**config.mk**
```make
export PLATFORM = sky130hd
export DESIGN_NAME = cam_pwr_seq
export DESIGN_NICKNAME = d
export VERILOG_FILES = /design/src/rtl/cam_pwr_pkg.sv /design/src/rtl/cam_pwr_seq_ch.sv /design/src/rtl/cam_pwr_seq.sv
export SDC_FILE = /design/constraint.sdc
export NUM_CORES = 1
export LEC_CHECK = 0
export ABC_AREA = 0
export CORE_MARGIN = 2
export CORE_UTILIZATION = 55
export CTS_CLUSTER_DIAMETER = 60
export DETAILED_ROUTE_END_ITERATION = 10
export GPL_TIMING_DRIVEN = 1
export PLACE_DENSITY = 0.73
export SLEW_MARGIN = 0
export SYNTH_ARGS = -nofsm -noshare
export SYNTH_HDL_FRONTEND = slang
export SYNTH_SLANG_ARGS = --single-unit
```
**constraint.sdc**
```tcl
create_clock -name clk -period 2.2 [get_ports clk]
set_input_delay 0.33 -clock clk [delete_from_list [all_inputs] [get_ports clk]]
set_output_delay 0.33 -clock clk [all_outputs]
set_load 0.05 [all_outputs]
```
**src/rtl/cam_pwr_pkg.sv**
```systemverilog
// ---------------------------------------------------------------------------
// cam_pwr_pkg
// Shared types and helpers for the multi-channel camera power sequencer.
//   cam_pwr_state_t : per-channel sequencer state
//   us_to_cycles    : converts a microsecond duration into clock cycles,
//                     never returning less than one cycle
// Optional feature macro used by the files importing this package:
//   CAM_STAGGER_EN  (one channel at a time in power-up)
// ---------------------------------------------------------------------------
package cam_pwr_pkg;

    typedef enum logic [2:0] {
        OFF,
        WAIT,
        PWUP,
        RST,
        INIT,
        ON,
        DOWN
    } cam_pwr_state_t;

    // A zero-length phase would make the "leave when counter == T-1"
    // rule meaningless, so very short durations round up to one cycle.
    function automatic longint unsigned us_to_cycles(input int unsigned freq_hz,
                                                     input int unsigned us);
        longint unsigned cycles;
        cycles = 64'(freq_hz / 32'd1_000_000) * 64'(us);
        if (cycles == 64'd0) begin
            cycles = 64'd1;
        end
        return cycles;
    endfunction

endpackage

```
**src/rtl/cam_pwr_seq_ch.sv**
```systemverilog
// ---------------------------------------------------------------------------
// cam_pwr_seq_ch
// One camera channel: state machine plus phase counter that walks the
// sensor through power-up, reset, init wait, steady-on and power-down.
// Ports:
//   clk, rst_n      clock, synchronous active-low reset
//   start_grant_i   permission to leave OFF/WAIT for PWUP
//   pwr_req_i       level request, 1 = channel should be running
//   in_slot_o       channel is in PWUP/RST/INIT
//   down_o          channel is in DOWN
//   cam_pwdn_o      sensor PWDN, 1 = powered down
//   cam_rst_n_o     sensor RESETB, 0 = in reset
//   cam_ready_o     channel fully up
// Macro: CAM_STAGGER_EN is handled in the top; this channel simply
// parks in WAIT whenever it wants to start but has no grant.
// ---------------------------------------------------------------------------
module cam_pwr_seq_ch
    import cam_pwr_pkg::*;
#(
    parameter int              CNT_W  = 32,
    parameter longint unsigned T_PWDN = 1,
    parameter longint unsigned T_RST  = 1,
    parameter longint unsigned T_INIT = 1,
    parameter longint unsigned T_OFF  = 1
) (
    input  logic clk,
    input  logic rst_n,
    input  logic start_grant_i,
    input  logic pwr_req_i,
    output logic in_slot_o,
    output logic down_o,
    output logic cam_pwdn_o,
    output logic cam_rst_n_o,
    output logic cam_ready_o
);

    localparam logic [CNT_W-1:0] LAST_PWDN = CNT_W'(T_PWDN - 64'd1);
    localparam logic [CNT_W-1:0] LAST_RST  = CNT_W'(T_RST  - 64'd1);
    localparam logic [CNT_W-1:0] LAST_INIT = CNT_W'(T_INIT - 64'd1);
    localparam logic [CNT_W-1:0] LAST_OFF  = CNT_W'(T_OFF  - 64'd1);

    cam_pwr_state_t   state_q, state_d;
    logic [CNT_W-1:0] cnt_q, cnt_d;
    logic             timed;

    // State and phase counter registers; reset forces OFF even mid-sequence.
    always_ff @(posedge clk) begin
        if (!rst_n) begin
            state_q <= OFF;
            cnt_q   <= '0;
        end else begin
            state_q <= state_d;
            cnt_q   <= cnt_d;
        end
    end

    // Next-state logic, counter update and pin decode. Pins depend only on
    // state_q so there is no combinational path from pwr_req to the sensor.
    // DOWN ignores the request so the sensor always gets its full off time.
    always_comb begin
        state_d     = state_q;
        timed       = 1'b0;
        cam_pwdn_o  = 1'b1;
        cam_rst_n_o = 1'b0;
        cam_ready_o = 1'b0;
        in_slot_o   = 1'b0;
        down_o      = 1'b0;

        case (state_q)
            OFF: begin
                if (pwr_req_i) begin
                    state_d = start_grant_i ? PWUP : WAIT;
                end
            end
            WAIT: begin
                if (!pwr_req_i) begin
                    state_d = OFF;
                end else if (start_grant_i) begin
                    state_d = PWUP;
                end
            end
            PWUP: begin
                timed     = 1'b1;
                in_slot_o = 1'b1;
                if (!pwr_req_i) begin
                    state_d = DOWN;
                end else if (cnt_q == LAST_PWDN) begin
                    state_d = RST;
                end
            end
            RST: begin
                timed      = 1'b1;
                in_slot_o  = 1'b1;
                cam_pwdn_o = 1'b0;
                if (!pwr_req_i) begin
                    state_d = DOWN;
                end else if (cnt_q == LAST_RST) begin
                    state_d = INIT;
                end
            end
            INIT: begin
                timed       = 1'b1;
                in_slot_o   = 1'b1;
                cam_pwdn_o  = 1'b0;
                cam_rst_n_o = 1'b1;
                if (!pwr_req_i) begin
                    state_d = DOWN;
                end else if (cnt_q == LAST_INIT) begin
                    state_d = ON;
                end
            end
            ON: begin
                cam_pwdn_o  = 1'b0;
                cam_rst_n_o = 1'b1;
                cam_ready_o = 1'b1;
                if (!pwr_req_i) begin
                    state_d = DOWN;
                end
            end
            DOWN: begin
                timed  = 1'b1;
                down_o = 1'b1;
                if (cnt_q == LAST_OFF) begin
                    state_d = OFF;
                end
            end
            default: begin
                state_d = OFF;
            end
        endcase

        // Counter restarts on every state entry and only runs in timed phases.
        if (state_d != state_q) begin
            cnt_d = '0;
        end else if (timed) begin
            cnt_d = cnt_q + CNT_W'(1);
        end else begin
            cnt_d = cnt_q;
        end
    end

endmodule

```
**src/rtl/cam_pwr_seq.sv**
```systemverilog
// ---------------------------------------------------------------------------
// cam_pwr_seq
// Multi-channel camera power/reset sequencer. Each channel drives its
// sensor's PWDN/RESETB pins through a timed power-up and power-down and
// raises cam_ready once the sensor may be configured over SCCB.
// Ports:
//   clk        system clock
//   rst_n      synchronous active-low reset
//   pwr_req    [N_CAM] level request per channel
//   cam_pwdn   [N_CAM] sensor PWDN, 1 = powered down
//   cam_rst_n  [N_CAM] sensor RESETB, 0 = in reset
//   cam_ready  [N_CAM] channel fully up
//   busy       any channel in PWUP/RST/INIT/DOWN
// Macro: CAM_STAGGER_EN -- when defined, only one channel at a time may be
// in PWUP/RST/INIT; waiting channels start in index order.
// ---------------------------------------------------------------------------
module cam_pwr_seq
    import cam_pwr_pkg::*;
#(
    parameter int unsigned CLK_FREQ_HZ = 50_000_000,
    parameter int          N_CAM       = 1,
    parameter int unsigned PWDN_US     = 1000,
    parameter int unsigned RST_US      = 1000,
    parameter int unsigned INIT_US     = 20000,
    parameter int unsigned OFF_US      = 1000,
    parameter int          CNT_W       = 32
) (
    input  logic             clk,
    input  logic             rst_n,
    input  logic [N_CAM-1:0] pwr_req,
    output logic [N_CAM-1:0] cam_pwdn,
    output logic [N_CAM-1:0] cam_rst_n,
    output logic [N_CAM-1:0] cam_ready,
    output logic             busy
);

    localparam longint unsigned T_PWDN  = us_to_cycles(CLK_FREQ_HZ, PWDN_US);
    localparam longint unsigned T_RST   = us_to_cycles(CLK_FREQ_HZ, RST_US);
    localparam longint unsigned T_INIT  = us_to_cycles(CLK_FREQ_HZ, INIT_US);
    localparam longint unsigned T_OFF   = us_to_cycles(CLK_FREQ_HZ, OFF_US);
    localparam longint unsigned T_LIMIT = 64'd1 << CNT_W;

    // Refuse to build a sequencer whose phase counter cannot reach a phase end.
    if (T_PWDN >= T_LIMIT || T_RST >= T_LIMIT ||
        T_INIT >= T_LIMIT || T_OFF >= T_LIMIT) begin : g_cnt_w_err
        $error("cam_pwr_seq: a phase length does not fit in CNT_W bits");
    end

    if (N_CAM < 1 || N_CAM > 8) begin : g_n_cam_err
        $error("cam_pwr_seq: N_CAM must be in 1..8");
    end

    logic [N_CAM-1:0] startGrant;
    logic [N_CAM-1:0] inSlot;
    logic [N_CAM-1:0] downVec;

`ifdef CAM_STAGGER_EN
    logic [N_CAM-1:0] candidate;
    logic             found;

    // Inrush limiter: a channel sitting in OFF or WAIT with its request high
    // is a candidate; while nobody holds the power-up slot the lowest-index
    // candidate is granted. The slot is released on the edge the holder
    // reaches ON or drops to DOWN, so the next start follows a cycle later.
    always_comb begin
        startGrant = '0;
        found      = 1'b0;
        candidate  = pwr_req & ~inSlot & ~downVec & ~cam_ready;
        if (!(|inSlot)) begin
            for (int i = 0; i < N_CAM; i++) begin
                if (candidate[i] && !found) begin
                    startGrant[i] = 1'b1;
                    found         = 1'b1;
                end
            end
        end
    end
`else
    // Independent channels: every request may start immediately.
    assign startGrant = '1;
`endif

    for (genvar i = 0; i < N_CAM; i++) begin : g_ch
        cam_pwr_seq_ch #(
            .CNT_W  (CNT_W),
            .T_PWDN (T_PWDN),
            .T_RST  (T_RST),
            .T_INIT (T_INIT),
            .T_OFF  (T_OFF)
        ) u_ch (
            .clk           (clk),
            .rst_n         (rst_n),
            .start_grant_i (startGrant[i]),
            .pwr_req_i     (pwr_req[i]),
            .in_slot_o     (inSlot[i]),
            .down_o        (downVec[i]),
            .cam_pwdn_o    (cam_pwdn[i]),
            .cam_rst_n_o   (cam_rst_n[i]),
            .cam_ready_o   (cam_ready[i])
        );
    end

    assign busy = |(inSlot | downVec);

endmodule
```
==> flow_summary.json <==
{
  "cts_buffers": 5,
  "cpPeakStageDelay_ps": 450,
  "critPathLaunchType": "flop",
  "slew_headroom": 0.7111,
  "fin_ws_ps": -98.93,
  "max_slew.worst_pin.slew_ps": 427.4,
  "utilization": 0.7324,
  "synth.distinct_cells": 40,
  "antenna_cells": 0,
  "synth-seq-cells": 35,
  "grt_usage": 0.2386,
  "wl_per_cell_um": 14.03,
  "die_h_um": 65.06,
  "io_pins": 7,
  "cts-root-buf": "clkbuf_8",
  "fin_nets": 276,
  "drt_pre_antenna_iters": 4,
  "route.vias.total": 1761,
  "finalHoldViolations": 0,
  "grt-ovfl-total": 0,
  "design.die.area_um2": 4233,
  "top_layer": "met4",
  "wl_um": 4505,
  "fin_setup_tns_ps": -2253,
  "synth_area_um2": 2051,
  "clock_path_buffers": 2,
  "drc": 0,
  "syn-mean-instance-area_um2": 9.155,
  "violations": "setup timing",
  "cp_max_fo": 14,
  "finalClockSkew_ps": 8.302,
  "report.power.total_uw": 1255,
  "gp_congestion": 0.9323,
  "yosysSeqAreaShare": 0.3417,
  "antenna_found_initial": 0,
  "fmax_mhz": 435.0,
  "tritoncts": "done",
  "crit_top_cell": "or4_4",
  "grt_pass1_vias": 1775,
  "cp.arrival_ps": 2520,
  "fin_crit_ps": 2299,
  "period_share": 1.045,
  "clk_latency_ps": 290,
  "path_class": "flop to flop",
  "drt-vias-per-instance": 5.486,
  "drv_slew": 0,
  "hold_path.class": "flop to flop",
  "path_cells": "ha_4, nand3_4, or4_4, or4_4, o221ai_4, xnor2_4, buf_12, nor3_2",
  "power_density_nw_per_um2": 471.4,
  "cts_hold_buf": 0,
  "syn2layout_area_growth_pct": 29.77,
  "die_w_um": 65.06,
  "dr_wl_met3_um": 196,
  "grt_pass1_wl_um": 7686,
  "cp-end-kind": "flop",
  "yosys_warnings": 0,
  "grt_max_degree": 17,
  "core_um2": 3633,
  "rows": 22,
  "clkSlewWorstSetupHoldPaths_ps": 70,
  "portBuffers": 6,
  "irDropWorstVdd_mv": 0.4576,
  "rsz0062_at_grt": "true",
  "drt-initial-drc-count": 91,
  "dp_hpwl_um": 3116,
  "setup_viol": 32,
  "crit_slowest_cell": "or4_4",
  "drv_cap": 0,
  "clock-sinks": 35,
  "netlist_instances": 224,
  "cp_data_required_time_ps": 2420,
  "wl_met1_um": 2098,
  "wl_met2_um": 2144,
  "drive_gt1_frac": 0.3663,
  "ctsHtreeMaxLevel": 2,
  "p_leak_uw": 0.0009405,
  "drtAntennaViolNets": 0,
  "start_util": 0.5644,
  "status": "finished, violations left",
  "synth_fp_nets": 228
}
[metal layers]
metal | GRT usage | vias to the layer above
li1 | - | 899
met1 | 0.2906 | 822
met2 | 0.3930 | 33
met3 | 0.06250 | 7
met4 | 0.1094 | 0
met5 | 0 | -
[flip-flops by register name, indices dropped and copies added, names as in the netlist]
| signal | count |
|---|---|
| g_ch.u_ch.cnt_q | 32 |
| g_ch.u_ch.state_q | 3 |
[worst max-delay path, delay by kind of cell, from the launching register on]
| family | cells | cell delay [ps] |
|---|---|---|
| buf+inv | 1 | 180 |
| compound gates | 1 | 240 |
| xor+xnor | 1 | 160 |
| flops | 1 | 350 |
| fa+ha+maj | 1 | 150 |
| simple gates | 4 | 1150 |
[metrics by stage]
stage	setup WS (ps)	hold slack (ps)	std cells	area [µm²]
6_report	-98.93	586.5	321	2661
3_5_place_dp	-188.9	546.2	309	2495
5_1_grt	-207.0	615.8	321	2661
4_1_cts	-86.59	566.0	319	2630
3_3_place_gp	-146.7	529.7	309	2495
2_1_floorplan	19.41	461.5	224	2107
[path summary, 6_finish.rpt]
check | startpoint | to | slack [ps] | depth (start not counted)
setup / recovery | g_ch[0].u_ch.cnt_q[1] | g_ch[0].u_ch.cnt_q[13] | -100 | 8
hold / removal | g_ch[0].u_ch.state_q[1] | g_ch[0].u_ch.state_q[1] | 590 | 2
setup reg to reg | g_ch[0].u_ch.cnt_q[1] | g_ch[0].u_ch.cnt_q[13] | -100 | 8
hold reg to reg | g_ch[0].u_ch.state_q[1] | g_ch[0].u_ch.state_q[1] | 590 | 2
[what timing repair did]
action,CTS,global route
endpoints found under the hold margin,0,0
pin swaps,6,0
endpoints found under the setup margin,32,33
gates resized for setup,4,4
cloned,1,0
setup buffers,1,2
[final cells by class]
| class | instances | area [µm²] |
|---|---|---|
| clock buffers | 6 | 72.57 |
| clock inverters | 2 | 12.51 |
| fillers | 293 | 972.2 |
| inverters | 8 | 30.03 |
| multi-input cells | 172 | 1341 |
| flip-flops and latches | 35 | 703.2 |
| well taps | 48 | 60.06 |
| repair buffers | 50 | 441.7 |
[cells in the final DEF (no fill, tap or decap), drive strengths merged, types with 3 or more instances in the layout]
cell	count
nand4	8
nand2	19
nand3	10
a21oi	8
and4	5
or4	3
buf	48
clkbuf	6
nor2	11
nor4	5
inv	8
and2	4
nor3	32
o21ai	7
xnor2	15
and3	5
dfxtp	35
nor2b	3
xor2	17
[logic make-up after synthesis]
group                      share of synthesized area
muxes                                       0.004881
adders and majority gates                   0.006100
buffers and inverters                        0.04393
and+or+nand+nor                               0.3771
DFF                                           0.3417
xor gates and xnor gates                      0.1367
AOI/OAI and AO/OA                            0.08969
[Yosys cell counts]
cell type | instances | share of area
nor2b_1 | 3 | 0.0092
buf_2 | 3 | 0.0073
a21oi_1 | 8 | 0.020
nor3_2 | 30 | 0.15
xor2_1 | 17 | 0.073
o31ai_1 | 2 | 0.0073
or4_1 | 1 | 0.0037
xnor2_1 | 15 | 0.064
nand2_1 | 19 | 0.035
nor3_1 | 2 | 0.0049
a211oi_1 | 1 | 0.0037
ha_1 | 1 | 0.0061
nor4_1 | 5 | 0.015
dfxtp_1 | 35 | 0.34
or3_1 | 1 | 0.0031
o2bb2ai_1 | 2 | 0.0085
a2111oi_4 | 1 | 0.013
and2_1 | 2 | 0.0061
mux2i_1 | 1 | 0.0049
nor4bb_1 | 2 | 0.0098
or4_4 | 2 | 0.011
inv_1 | 8 | 0.015
buf_6 | 3 | 0.016
nor2_1 | 11 | 0.020
nor3b_1 | 1 | 0.0037
nand4_1 | 8 | 0.024
and3_1 | 5 | 0.015
a211oi_2 | 1 | 0.0061
o21bai_1 | 1 | 0.0037
nand3_1 | 9 | 0.022
nand2b_1 | 2 | 0.0061
and2_0 | 2 | 0.0061
a31oi_1 | 1 | 0.0031
clkbuf_1 | 3 | 0.0055
nor4b_1 | 1 | 0.0043
and4_1 | 5 | 0.021
and4b_1 | 1 | 0.0049
o221ai_2 | 1 | 0.0073
o21ai_0 | 7 | 0.017
nand3_2 | 1 | 0.0049
[power by group]
group	internal (µW)	switching (µW)
clock	221	229
combinational	59.5	100
sequential	639	4.97
Note: power is estimated with default switching activity, not from simulation.
==> edit, RTL diff (same settings) <==
Encoding of `cam_pwr_state_t`: now one-hot (7 bits for 7 states).
--- a/src/rtl/cam_pwr_pkg.sv
+++ b/src/rtl/cam_pwr_pkg.sv
@@ -11,10 +11,10 @@
 
-    typedef enum logic [2:0] {
-        OFF,
-        WAIT,
-        PWUP,
-        RST,
-        INIT,
-        ON,
-        DOWN
+    typedef enum logic [6:0] {
+        OFF  = 7'b0000001,
+        WAIT = 7'b0000010,
+        PWUP = 7'b0000100,
+        RST  = 7'b0001000,
+        INIT = 7'b0010000,
+        ON   = 7'b0100000,
+        DOWN = 7'b1000000
     } cam_pwr_state_t;
Behaviour: no difference found for any inputs over 10 cycles, from zero or initial values and one cycle with rst_n low; not proved beyond that.
==> edit against the unedited design <==
The run still ends with setup timing left. Count of clock-buffer cells in the layout did not move. Total power is 23% higher. Non-clock buffer count increased by 29. Critical endpoint is now g_ch[0].u_ch.cnt_q[6]. Critical path type unchanged. Synthesized area rose by 16%. Combinational power up 29%. Clock skew is 0.0038 ns higher. Final area up 23%. Sequential cell count grew 4. Largest cell class unchanged. Global-route usage up 5.2 points. Setup slack got worse by 0.29 ns. Sequential share of layout area down 2.3 points. Wire length increased by 67%. Via count up 40%.
==> edit: results (changes against the unedited design) <==
status=finished, violations left; failing checks=setup timing; clk_skew=0.0121 ns (+0.00379 ns); sequential area share after synthesis=0.329 (-0.0129); post-synthesis xor/xnor area fraction=0.129 (-0.00759); Placer Congestion=0.909 (-2.5%); crit path DAT=2.76 ns (+0.24 ns); fin nets=352 (+28%); Synth area leaders=dfxtp_1, nor4_1, xnor2_1; detailed router's first-iteration violation count=240 (+160%); drt total wl=7520 um (+67%); hold wc startpoint=g_ch[0].u_ch.cnt_q[27]; syn avg cell area=8.57 um2 (-6.4%); Leak=1.19 nW (+26%); Final setup viols=36 (+13%); DR vias/cell=6.18 (+13%); mux share of post-synthesis cell area=0.00421 (-0.000666); H-tree levels=2 (unchanged); largest registers=g_ch.u_ch.cnt_q: 32 flops, g_ch.u_ch.state_q: 7 flops; final worst slack=-0.386 ns (-0.287 ns); peak supply drop=352 uV (-23%); first-pass GRT wire length=11200 um (+46%); Post-CTS Setup Bufs=8 (+7); syn nets=281 (+23%); worst-margin pin slew=0.540 ns (+0.112 ns); layout cells sized above 1=0.338 (-0.0282); Unique masters post-synth=48 (+20%); via count=2465 (+40%); Largest stage delay, worst path=0.54 ns (+0.09 ns); GRT Total Usage=0.290 (+0.0516); Gates resized, CTS repair=11 (+7); placed insts=380 (+23%); CP max FO=8 (-6); drt pass-1 iters=5 (+1); Synth Area in Adders=0.00527 (-0.000833); largest net degree at the start of global routing=33 (+16); hpwl dp=4280 um (+37%); Cell Area, Placed=0.00295 mm2 (+18%); setup tns final=-11.73 ns (-9.48 ns); vias in the first global route=2431 (+37%)
-- edit: cell types whose count changed in the layout (fill, tap and decap cells not counted), sizes merged, moves of 3 or more --
cell / unedited run / this run
or3: 1 / 6
buf: 48 / 76
nor4b: 1 / 4
nand2: 19 / 30
o21ai: 7 / 4
nor4: 5 / 41
xnor2: 15 / 22
xor2: 17 / 13
and4: 5 / 2
dfxtp: 35 / 39
nor2: 11 / 21
nor3: 32 / 15
and2: 4 / 1
a21oi: 8 / 3
-- edit: final timing paths --
kind                            end  slack (ns)  cells after the start
min          g_ch[0].u_ch.cnt_q[27]        0.58                      2
max reg2reg   g_ch[0].u_ch.cnt_q[6]       -0.39                      9
max           g_ch[0].u_ch.cnt_q[6]       -0.39                      9
min reg2reg  g_ch[0].u_ch.cnt_q[27]        0.58                      2
-- edit: cell type report --
class | instances | area, um2
Fill cell | 247 | 808
Tap cell | 50 | 62.6
Multi-Input combinational cell | 213 | 1570
Sequential cell | 39 | 790
Timing Repair Buffer | 79 | 702
Clock inverter | 2 | 35.0
Inverter | 10 | 41.3
Clock buffer | 6 | 82.6
-- edit: power breakdown --
group | switching [mW] | total (mW) | internal (mW)
clock network | 0.260 | 0.627 | 0.367
registers | 0.00623 | 0.714 | 0.708
logic | 0.119 | 0.206 | 0.0868
-- edit: per-layer routing --
layer / wire [um] / vias up / global-route usage
li1: - / 1147 / -
met1: 3030 / 1154 / 0.332
met2: 3620 / 125 / 0.503
met3: 491 / 39 / 0.0610
met4: 382 / 0 / 0.156
met5: 0 / - / 0
-- edit: metrics by stage --
step                utilization  setup WS [ns]
global placement          0.723         -0.266
detailed placement        0.723         -0.339
finish                    0.802         -0.386
global route              0.802         -0.454
CTS                       0.783         -0.291
floorplan                     -         -0.236
